===== config.mk =====
export PLATFORM = sky130hd
export DESIGN_NAME = instr_fetch_stage
export DESIGN_NICKNAME = d
export VERILOG_FILES = /design/src/rtl/cpu_pkg.sv /design/src/rtl/instr_fetch_stage_pc_reg.sv /design/src/rtl/instr_fetch_stage.sv
export SDC_FILE = /design/constraint.sdc
export NUM_CORES = 1
export LEC_CHECK = 0
export ABC_AREA = 1
export BUFFER_PORTS_ARGS = -buffer_cell sky130_fd_sc_hd__buf_2
export CORE_UTILIZATION = 39
export CTS_CLUSTER_SIZE = 24
export DETAILED_ROUTE_END_ITERATION = 12
export HOLD_SLACK_MARGIN = 0.1
export PLACE_DENSITY = 0.69
export SYNTH_ARGS = -nofsm -noshare
export SYNTH_HDL_FRONTEND = slang
export SYNTH_SLANG_ARGS = --single-unit
export TNS_END_PERCENT = 1

===== constraint.sdc =====
create_clock -name i_clk -period 2.35 [get_ports i_clk]
set_input_delay 0 -clock i_clk [delete_from_list [all_inputs] [get_ports i_clk]]
set_output_delay 0 -clock i_clk [all_outputs]
set_load 0.1 [all_outputs]

===== src/rtl/cpu_pkg.sv =====
// Shared definitions for the CPU front end: default widths, NOP encoding,
// fetch FSM state type and a saturating counter helper.
package cpu_pkg;
    localparam int          PC_W_DEF    = 8;
    localparam int          INSTR_W_DEF = 32;
    localparam logic [31:0] NOP_INSTR   = 32'h0000_0000;

    typedef enum logic [1:0] {
        S_BOOT = 2'd0,
        S_RUN  = 2'd1,
        S_HALT = 2'd2
    } fetch_state_t;

    function automatic logic [15:0] sat_inc16(input logic [15:0] v);
        return (v == 16'hFFFF) ? v : v + 16'd1;
    endfunction
endpackage


===== src/rtl/instr_fetch_stage_pc_reg.sv =====
// fetch_pc_reg: program counter register with next-PC selection
// (reset > redirect load > sequential increment > hold).
module fetch_pc_reg
    import cpu_pkg::*;
#(
    parameter int              PC_W     = PC_W_DEF,
    parameter logic [PC_W-1:0] RESET_PC = '0,
    parameter int              PC_STEP  = 4
) (
    input  logic            i_clk,
    input  logic            i_rst,
    input  logic            i_load,
    input  logic [PC_W-1:0] i_load_pc,
    input  logic            i_advance,
    output logic [PC_W-1:0] o_pc,
    output logic [PC_W-1:0] o_pc_inc
);
    logic [PC_W-1:0] r_pc;
    logic [PC_W-1:0] w_pc_inc;
    logic [PC_W-1:0] w_pc_next;

    // Wraps modulo 2^PC_W by construction.
    assign w_pc_inc = r_pc + PC_W'(PC_STEP);

    always_comb begin
        w_pc_next = r_pc;
        if (i_load) begin
            w_pc_next = i_load_pc;
        end else if (i_advance) begin
            w_pc_next = w_pc_inc;
        end
    end

    always_ff @(posedge i_clk) begin
        if (i_rst) begin
            r_pc <= RESET_PC;
        end else begin
            r_pc <= w_pc_next;
        end
    end

    assign o_pc     = r_pc;
    assign o_pc_inc = w_pc_inc;
endmodule


===== src/rtl/instr_fetch_stage.sv =====
// instr_fetch_stage: IF stage with fetch FSM and IF/ID latch.
// Optional FETCH_PERF_CNT_EN adds saturating fetch/stall/flush counters.
//   state  | meaning
//   S_BOOT | one dead cycle after reset, no memory read
//   S_RUN  | fetching; redirect > stall > halt > sequential
//   S_HALT | fetch stopped while halt is high, IF/ID held invalid
module instr_fetch_stage
    import cpu_pkg::*;
#(
    parameter int              PC_W     = PC_W_DEF,
    parameter int              INSTR_W  = INSTR_W_DEF,
    parameter logic [PC_W-1:0] RESET_PC = '0,
    parameter int              PC_STEP  = 4
) (
    input  logic               i_clk,
    input  logic               i_rst,
    input  logic               i_stall,
    input  logic               i_redirect,
    input  logic [PC_W-1:0]    i_redirect_pc,
    input  logic               i_halt,
    output logic [PC_W-1:0]    o_imem_addr,
    output logic               o_imem_read,
    input  logic [INSTR_W-1:0] i_imem_data,
    output logic [INSTR_W-1:0] o_if_id_instr,
    output logic [PC_W-1:0]    o_if_id_pc4,
`ifdef FETCH_PERF_CNT_EN
    output logic [15:0]        o_perf_fetch,
    output logic [15:0]        o_perf_stall,
    output logic [15:0]        o_perf_flush,
`endif
    output logic               o_if_id_valid
);
    fetch_state_t       r_state;
    fetch_state_t       w_state_next;
    logic               w_imem_read;
    logic               w_latch;
    logic               w_flush;
    logic               w_count_stall;
    logic [PC_W-1:0]    w_pc;
    logic [PC_W-1:0]    w_pc_inc;
    logic [INSTR_W-1:0] r_instr;
    logic [PC_W-1:0]    r_pc4;
    logic               r_valid;

    fetch_pc_reg #(
        .PC_W     (PC_W),
        .RESET_PC (RESET_PC),
        .PC_STEP  (PC_STEP)
    ) u_pc_reg (
        .i_clk     (i_clk),
        .i_rst     (i_rst),
        .i_load    (i_redirect),
        .i_load_pc (i_redirect_pc),
        .i_advance (w_latch),
        .o_pc      (w_pc),
        .o_pc_inc  (w_pc_inc)
    );

    always_ff @(posedge i_clk) begin
        if (i_rst) begin
            r_state <= S_BOOT;
        end else begin
            r_state <= w_state_next;
        end
    end

    always_comb begin
        w_state_next  = r_state;
        w_imem_read   = 1'b0;
        w_latch       = 1'b0;
        w_flush       = 1'b0;
        w_count_stall = 1'b0;
        case (r_state)
            S_BOOT: begin
                w_flush      = 1'b1;
                w_state_next = S_RUN;
            end
            S_RUN: begin
                w_imem_read = 1'b1;
                if (i_redirect) begin
                    w_flush = 1'b1;
                end else if (i_stall) begin
                    w_count_stall = 1'b1;
                end else if (i_halt) begin
                    w_flush      = 1'b1;
                    w_state_next = S_HALT;
                end else begin
                    w_latch = 1'b1;
                end
            end
            S_HALT: begin
                w_flush = 1'b1;
                if (!i_halt) begin
                    w_state_next = S_RUN;
                end
            end
            default: begin
                w_flush      = 1'b1;
                w_state_next = S_BOOT;
            end
        endcase
    end

    always_ff @(posedge i_clk) begin
        if (i_rst) begin
            r_instr <= INSTR_W'(NOP_INSTR);
            r_pc4   <= '0;
            r_valid <= 1'b0;
        end else if (w_latch) begin
            r_instr <= i_imem_data;
            r_pc4   <= w_pc_inc;
            r_valid <= 1'b1;
        end else if (w_flush) begin
            r_instr <= INSTR_W'(NOP_INSTR);
            r_pc4   <= '0;
            r_valid <= 1'b0;
        end
    end

`ifdef FETCH_PERF_CNT_EN
    logic [15:0] r_perf_fetch;
    logic [15:0] r_perf_stall;
    logic [15:0] r_perf_flush;

    always_ff @(posedge i_clk) begin
        if (i_rst) begin
            r_perf_fetch <= '0;
            r_perf_stall <= '0;
            r_perf_flush <= '0;
        end else begin
            if (w_latch)       r_perf_fetch <= sat_inc16(r_perf_fetch);
            if (w_count_stall) r_perf_stall <= sat_inc16(r_perf_stall);
            if (i_redirect)    r_perf_flush <= sat_inc16(r_perf_flush);
        end
    end

    assign o_perf_fetch = r_perf_fetch;
    assign o_perf_stall = r_perf_stall;
    assign o_perf_flush = r_perf_flush;
`endif

    assign o_imem_addr   = w_pc;
    assign o_imem_read   = w_imem_read;
    assign o_if_id_instr = r_instr;
    assign o_if_id_pc4   = r_pc4;
    assign o_if_id_valid = r_valid;
endmodule


==> results of run 1 <==
-- kinds of logic (layout without fill, tap and decap cells) --
group / Yosys count / in the layout / share of synthesized area (%)
buf+inv: 28 / 159 / 7.72
xor+xnor: 1 / 1 / 0.436
compound gates: 52 / 52 / 13.3
flops: 51 / 51 / 50.8
fa+ha+maj: 1 / 1 / 0.623
simple gates: 128 / 128 / 27.1
-- worst paths after layout --
path / from / end / slack [ps] / cells past startpoint
min: i_redirect / u_pc_reg.o_pc[0] / 110 / 3
max reg2reg: r_state[0] / o_if_id_pc4[7] / 780 / 8
max: r_state[0] / o_if_id_pc4[7] / 780 / 8
min reg2reg: o_if_id_valid / o_if_id_valid / 460 / 2
-- placed cells by master, fill, tap and decap left out, drive strengths merged --
| cell | instances |
|---|---|
| nand2 | 98 |
| buf | 95 |
| dfxtp | 51 |
| a21oi | 44 |
| dlygate4sd3 | 42 |
| nor2 | 17 |
| inv | 14 |
| nand3 | 10 |
| clkbuf | 6 |
| o21ai | 5 |
| nand4 | 2 |
| a21boi | 2 |
| xnor2 | 1 |
| and3 | 1 |
| a211oi | 1 |
| ha | 1 |
| clkinv | 1 |
| bufinv | 1 |
-- power groups by stage --
stage / Clock (uW) / Sequential (uW) / Combinational [uW]
global route: 681 / 900 / 343
global placement: 0 / 916 / 266
CTS: 648 / 897 / 320
floorplan: 0 / 1030 / 88.4
detailed placement: 0 / 917 / 267
finish: 624 / 896 / 320
-- flip-flops by register name, indices dropped and copies added, names as in the netlist --
name / flops
u_pc_reg.o_pc: 8
o_if_id_pc4: 8
r_state: 2
o_if_id_valid: 1
o_if_id_instr: 32
-- metrics by stage --
stage	instances	setup slack, ps	instance area (sq um)	utilization, %	power [uW]
final	459	783	3010	62.0	1840
after global routing	459	540	3010	62.0	1920
after CTS	459	756	3010	62.0	1860
after detailed placement	409	780	2470	50.9	1180
after global placement	409	836	2470	50.9	1180
after floorplan	261	451	2010	-	1120
-- worst max-delay path, cell delays in order (launching register included) --
cell,delay [ps]
dfxtp_1,380
inv_2,70
nor2_4,120
inv_2,80
nor2_8,470
nand2_1,100
nor2_1,130
nor2_1,50
nor2_1,110
-- final cells by class --
cell class	count	area, sq um
Fill cell	423	1840
Clock inverter	2	35.0
Tap cell	67	83.8
Multi-Input combinational cell	182	833
Clock buffer	6	82.6
Timing Repair Buffer	137	898
Sequential cell	51	1020
Inverter	14	52.6
-- routing by layer --
layer	wire [um]	GRT usage, %	up-vias
li1	-	-	1094
met1	2390	21.1	907
met2	2440	34.6	65
met3	287	6.58	7
met4	44	4.91	0
met5	0	0	-
-- timing repair --
item | 4_1_cts | 5_1_grt
endpoints found under the setup margin | 0 | 0
endpoints found under the hold margin | 42 | 0
hold buffers | 42 | 0
==> flow_metrics.env, run 1 <==
export IMPL_ys_seq_area_share_pct=50.8
export IMPL_initial_core_util_pct=41.4
export IMPL_numCtsBuffers=5
export IMPL_drc=0
export IMPL_clkSlewWorstSetupHoldPaths_ps=90
export IMPL_swShare_pct=27.7
export IMPL_switchingPower_uw=510
export IMPL_overflow=0
export IMPL_ys_top_cells_by_count="nand2_1 (96), dfxtp_1 (51), a21oi_1 (44), nor2_1 (15), inv_1 (11)"
export IMPL_antenna_found_initial=0
export IMPL_p_comb_share_pct=17.4
export IMPL_rsz0062_at_grt="false"
export IMPL_h_tree_depth=2
export IMPL_postSynthAreaPerCell_sq_um=7.70
export IMPL_period_share_pct=66.7
export IMPL_power_share_clock_pct=33.9
export IMPL_ios=95
export IMPL_netlist_area_leader_share_pct=50.8
export IMPL_required_ps=2590
export IMPL_cts_repair_resized=0
export IMPL_wl_um=5160
export IMPL_die_h_um=73.8
export IMPL_hp_class="in2reg"
export IMPL_layout_drive_gt1_share_pct=28.6
export IMPL_cts_buffer_depth=2
export IMPL_cts_tree="done"
export IMPL_vias_per_cell=4.52
export IMPL_setup_viol=0
export IMPL_grt_pass1_vias=1835
export IMPL_critPathMaxFanout=42
export IMPL_vias=2073
export IMPL_fin_nets=437
export IMPL_clkLatencyLatePin_ps=300
export IMPL_synth_ff_type="dfxtp_1"
export IMPL_dieArea_sq_mm=0.00544
export IMPL_synthArstFlopShare_pct=0
export IMPL_syn2layout_area_growth_pct=49.6
export IMPL_synth_most_common_cell="nand2_1"
export IMPL_diodes=0
export IMPL_grt_pass1_wl_um=7910
export IMPL_netlist_area_sq_mm=0.00201
export IMPL_row_count=25
export IMPL_setup_worst_path_class="reg2reg"
export IMPL_gp_congestion=0.831
export IMPL_grt_usage_pct=19.0
export IMPL_grt_start_max_net_pins=43
export IMPL_antenna_violating_nets_post_route=0
export IMPL_ys_ff_latch=51
export IMPL_p_leak_uw=0.00141
export IMPL_crit_path_start_kind="flop"
export IMPL_hold_ws_ps=107
export IMPL_finalCriticalPeriod_ps=1570
export IMPL_yosysWarnings=0
export IMPL_synth_edf_count=0
export IMPL_worstMarginPinSlew_ps=664
export IMPL_setup_tns_ps=0
export IMPL_clock_sinks=51
export IMPL_ir_drop_mv=0.398
export IMPL_clock_skew_ps=9.11
export IMPL_first_pass_iters=4
export IMPL_status="completed"
export IMPL_clockRootBuffer="clkbuf_8"
export IMPL_max_freq_mhz=638
export IMPL_synthCells=261
export IMPL_wl_per_cell_um=11.2
export IMPL_io_buffers=94
export IMPL_dpl_hpwl_um=3170
export IMPL_hold_violations=0
export IMPL_slew_violations=0
export IMPL_endpoint_kind="flop"
export IMPL_maxCapViolCount=0
export IMPL_worstPathArrival_ps=1810
export IMPL_synth_distinct_cells=24
export IMPL_fp_coreArea_sq_mm=0.00485
export IMPL_drt_iter0_drc=62
export IMPL_seq_power_share_pct=48.7
export IMPL_internal_power_uw=1330
export IMPL_power_density_mw_per_mm2=612
export IMPL_slew_headroom_pct=55.6
export IMPL_syn_nets=307
export IMPL_synth_area_leaders="dfxtp_1 (51%), nand2_1 (18%), a21oi_1 (11%), nor2_1 (2.8%), inv_1 (2.1%)"
export IMPL_post_cts_buffers=0
export IMPL_die_width_um=73.8
export IMPL_synth_largest_area_cell="dfxtp_1"
(Power assumes the default switching activity.)
==> run 2: changes to the inputs <==
--- a/config.mk
+++ b/config.mk
@@ -11,7 +11,7 @@
 export CTS_CLUSTER_SIZE = 24
 export DETAILED_ROUTE_END_ITERATION = 12
 export HOLD_SLACK_MARGIN = 0.1
-export PLACE_DENSITY = 0.69
+export PLACE_DENSITY = 0.72
 export SYNTH_ARGS = -nofsm -noshare
 export SYNTH_HDL_FRONTEND = slang
 export SYNTH_SLANG_ARGS = --single-unit
==> constraint.sdc (replaced) <==
create_clock -name i_clk -period 1.4 [get_ports i_clk]
set_input_delay 0 -clock i_clk [delete_from_list [all_inputs] [get_ports i_clk]]
set_output_delay 0 -clock i_clk [all_outputs]
set_load 0.1 [all_outputs]
==> flow_metrics.env, run 2 (synthesis gave the netlist of run 1 again) <==
export IMPL_status="completed"
export IMPL_post_cts_buffers=0
export IMPL_ir_drop_mv=0.594
export IMPL_cts_buffer_depth=2
export IMPL_die_h_um=73.8
export IMPL_wl_um=5490
export IMPL_dieArea_sq_mm=0.00544
export IMPL_mostFrequentLayoutCells="nand2_1 (96), buf_2 (94), dfxtp_1 (45)"
export IMPL_slew_headroom_pct=66.7
export IMPL_fin_nets=444
export IMPL_clockRootBuffer="clkbuf_8"
export IMPL_cts_hold_buffers=44
export IMPL_reg2reg_from="r_state[0]"
export IMPL_layout_drive_gt1_share_pct=31.3
export IMPL_final_common_cell="nand2_1"
export IMPL_first_pass_iters=4
export IMPL_gp_congestion=0.764
export IMPL_clock_sinks=51
export IMPL_finalCriticalPeriod_ps=1340
export IMPL_grt_start_max_net_pins=29
export IMPL_worstPathArrival_ps=1340
export IMPL_period_share_pct=95.6
export IMPL_io_buffers=94
export IMPL_max_freq_mhz=748
export IMPL_internal_power_uw=2270
export IMPL_syn2layout_area_growth_pct=56.0
export IMPL_nFillCells=419
export IMPL_endpoint_kind="primary output"
export IMPL_r2r_setup_slack_ps=110
export IMPL_critPathMaxFanout=5
export IMPL_hold_violations=0
export IMPL_drt_iter0_drc=48
export IMPL_switchingPower_uw=890
export IMPL_dpl_hpwl_um=3350
export IMPL_grt_pass1_wl_um=8650
export IMPL_clock_skew_ps=4.20
export IMPL_antenna_violating_nets_post_route=0
export IMPL_initial_core_util_pct=41.4
export IMPL_vias_per_cell=4.65
export IMPL_grt_pass1_vias=2019
export IMPL_slew_violations=0
export IMPL_diodes=0
export IMPL_crit_start="r_state[0]"
export IMPL_hp_class="in2reg"
export IMPL_die_width_um=73.8
export IMPL_setup_worst_path_class="reg2out"
export IMPL_crit_path_start_kind="flop"
export IMPL_clkLatencyLatePin_ps=300
export IMPL_r2r_end="o_if_id_instr[31]"
export IMPL_swShare_pct=28.1
export IMPL_h_tree_depth=2
export IMPL_clkSlewWorstSetupHoldPaths_ps=90
export IMPL_grt_usage_pct=20.5
export IMPL_rsz0062_at_grt="false"
export IMPL_fp_coreArea_sq_mm=0.00485
export IMPL_overflow=0
export IMPL_cts_tree="done"
export IMPL_worstMarginPinSlew_ps=503
export IMPL_power_density_mw_per_mm2=1010
export IMPL_cts_repair_resized=0
export IMPL_total_power_uw=3160
export IMPL_r2r_cells=7
export IMPL_largest_register_ffs=32
export IMPL_ios=95
export IMPL_p_comb_share_pct=18.1
export IMPL_setup_worst_path_end="o_imem_read"
export IMPL_p_leak_uw=0.00146
export IMPL_power_share_clock_pct=34.2
export IMPL_row_count=25
export IMPL_wl_per_cell_um=11.8
export IMPL_vias=2166
export IMPL_seq_power_share_pct=47.6
export IMPL_drc=0
export IMPL_numCtsBuffers=5
export IMPL_fin_util_pct=64.7
export IMPL_setup_viol=0
export IMPL_required_ps=1400
export IMPL_antenna_found_initial=0
export IMPL_maxCapViolCount=0
-- run 2: worst min path at each step --
stage                             endpoint        startpoint  depth (start not counted)  slack, ps
after global routing      o_if_id_instr[8]             i_rst                          2        130
final                     u_pc_reg.o_pc[1]        i_redirect                          3        110
after floorplan           u_pc_reg.o_pc[0]  i_redirect_pc[0]                          2        130
after global placement    u_pc_reg.o_pc[0]  i_redirect_pc[0]                          3        220
after detailed placement  u_pc_reg.o_pc[0]  i_redirect_pc[0]                          3        230
after CTS                 u_pc_reg.o_pc[1]        i_redirect                          3        100
-- run 2: worst max-delay path, stage by stage, from the launching register on --
cell,delay [ps]
dfxtp_2,360
inv_2,50
nor2_4,170
buf_2,460
-- run 2: metrics by stage --
step	cells	hold WS (ps)	setup slack, ps	TNS, ps	cell area, sq um
floorplan	261	135	-203	-8470	2030
global placement	414	224	207	0	2570
detailed placement	414	232	143	0	2570
CTS	466	101	66.1	0	3140
global route	466	125	14.0	0	3140
finish	466	112	62.3	0	3140
-- run 2: power groups by stage --
stage / Sequential [uW] / Clock [uW] / Combinational (uW)
2_1_floorplan: 1730 / 0 / 151
3_3_place_gp: 1540 / 0 / 473
3_5_place_dp: 1540 / 0 / 475
4_1_cts: 1510 / 1120 / 571
5_1_grt: 1510 / 1170 / 610
6_report: 1510 / 1080 / 573
-- run 2: final cells by class --
class	instances	area, sq um	share of cell area, %
inverters	14	52.6	1.68
clock buffers	6	82.6	2.63
flip-flops and latches	51	1030	32.8
multi-input cells	182	843	26.9
repair buffers	144	1010	32.1
well taps	67	83.8	2.67
clock inverters	2	38.8	1.24
-- run 2: routing by layer --
| layer | up-vias | wire [um] | share of wire (%) | track usage, % |
|---|---|---|---|---|
| li1 | 1106 | - | - | - |
| met1 | 980 | 2480 | 45 | 24.0 |
| met2 | 74 | 2630 | 48 | 37.0 |
| met3 | 6 | 329 | 6.0 | 4.80 |
| met4 | 0 | 46 | 0.84 | 5.77 |
| met5 | - | 0 | 0 | 0 |
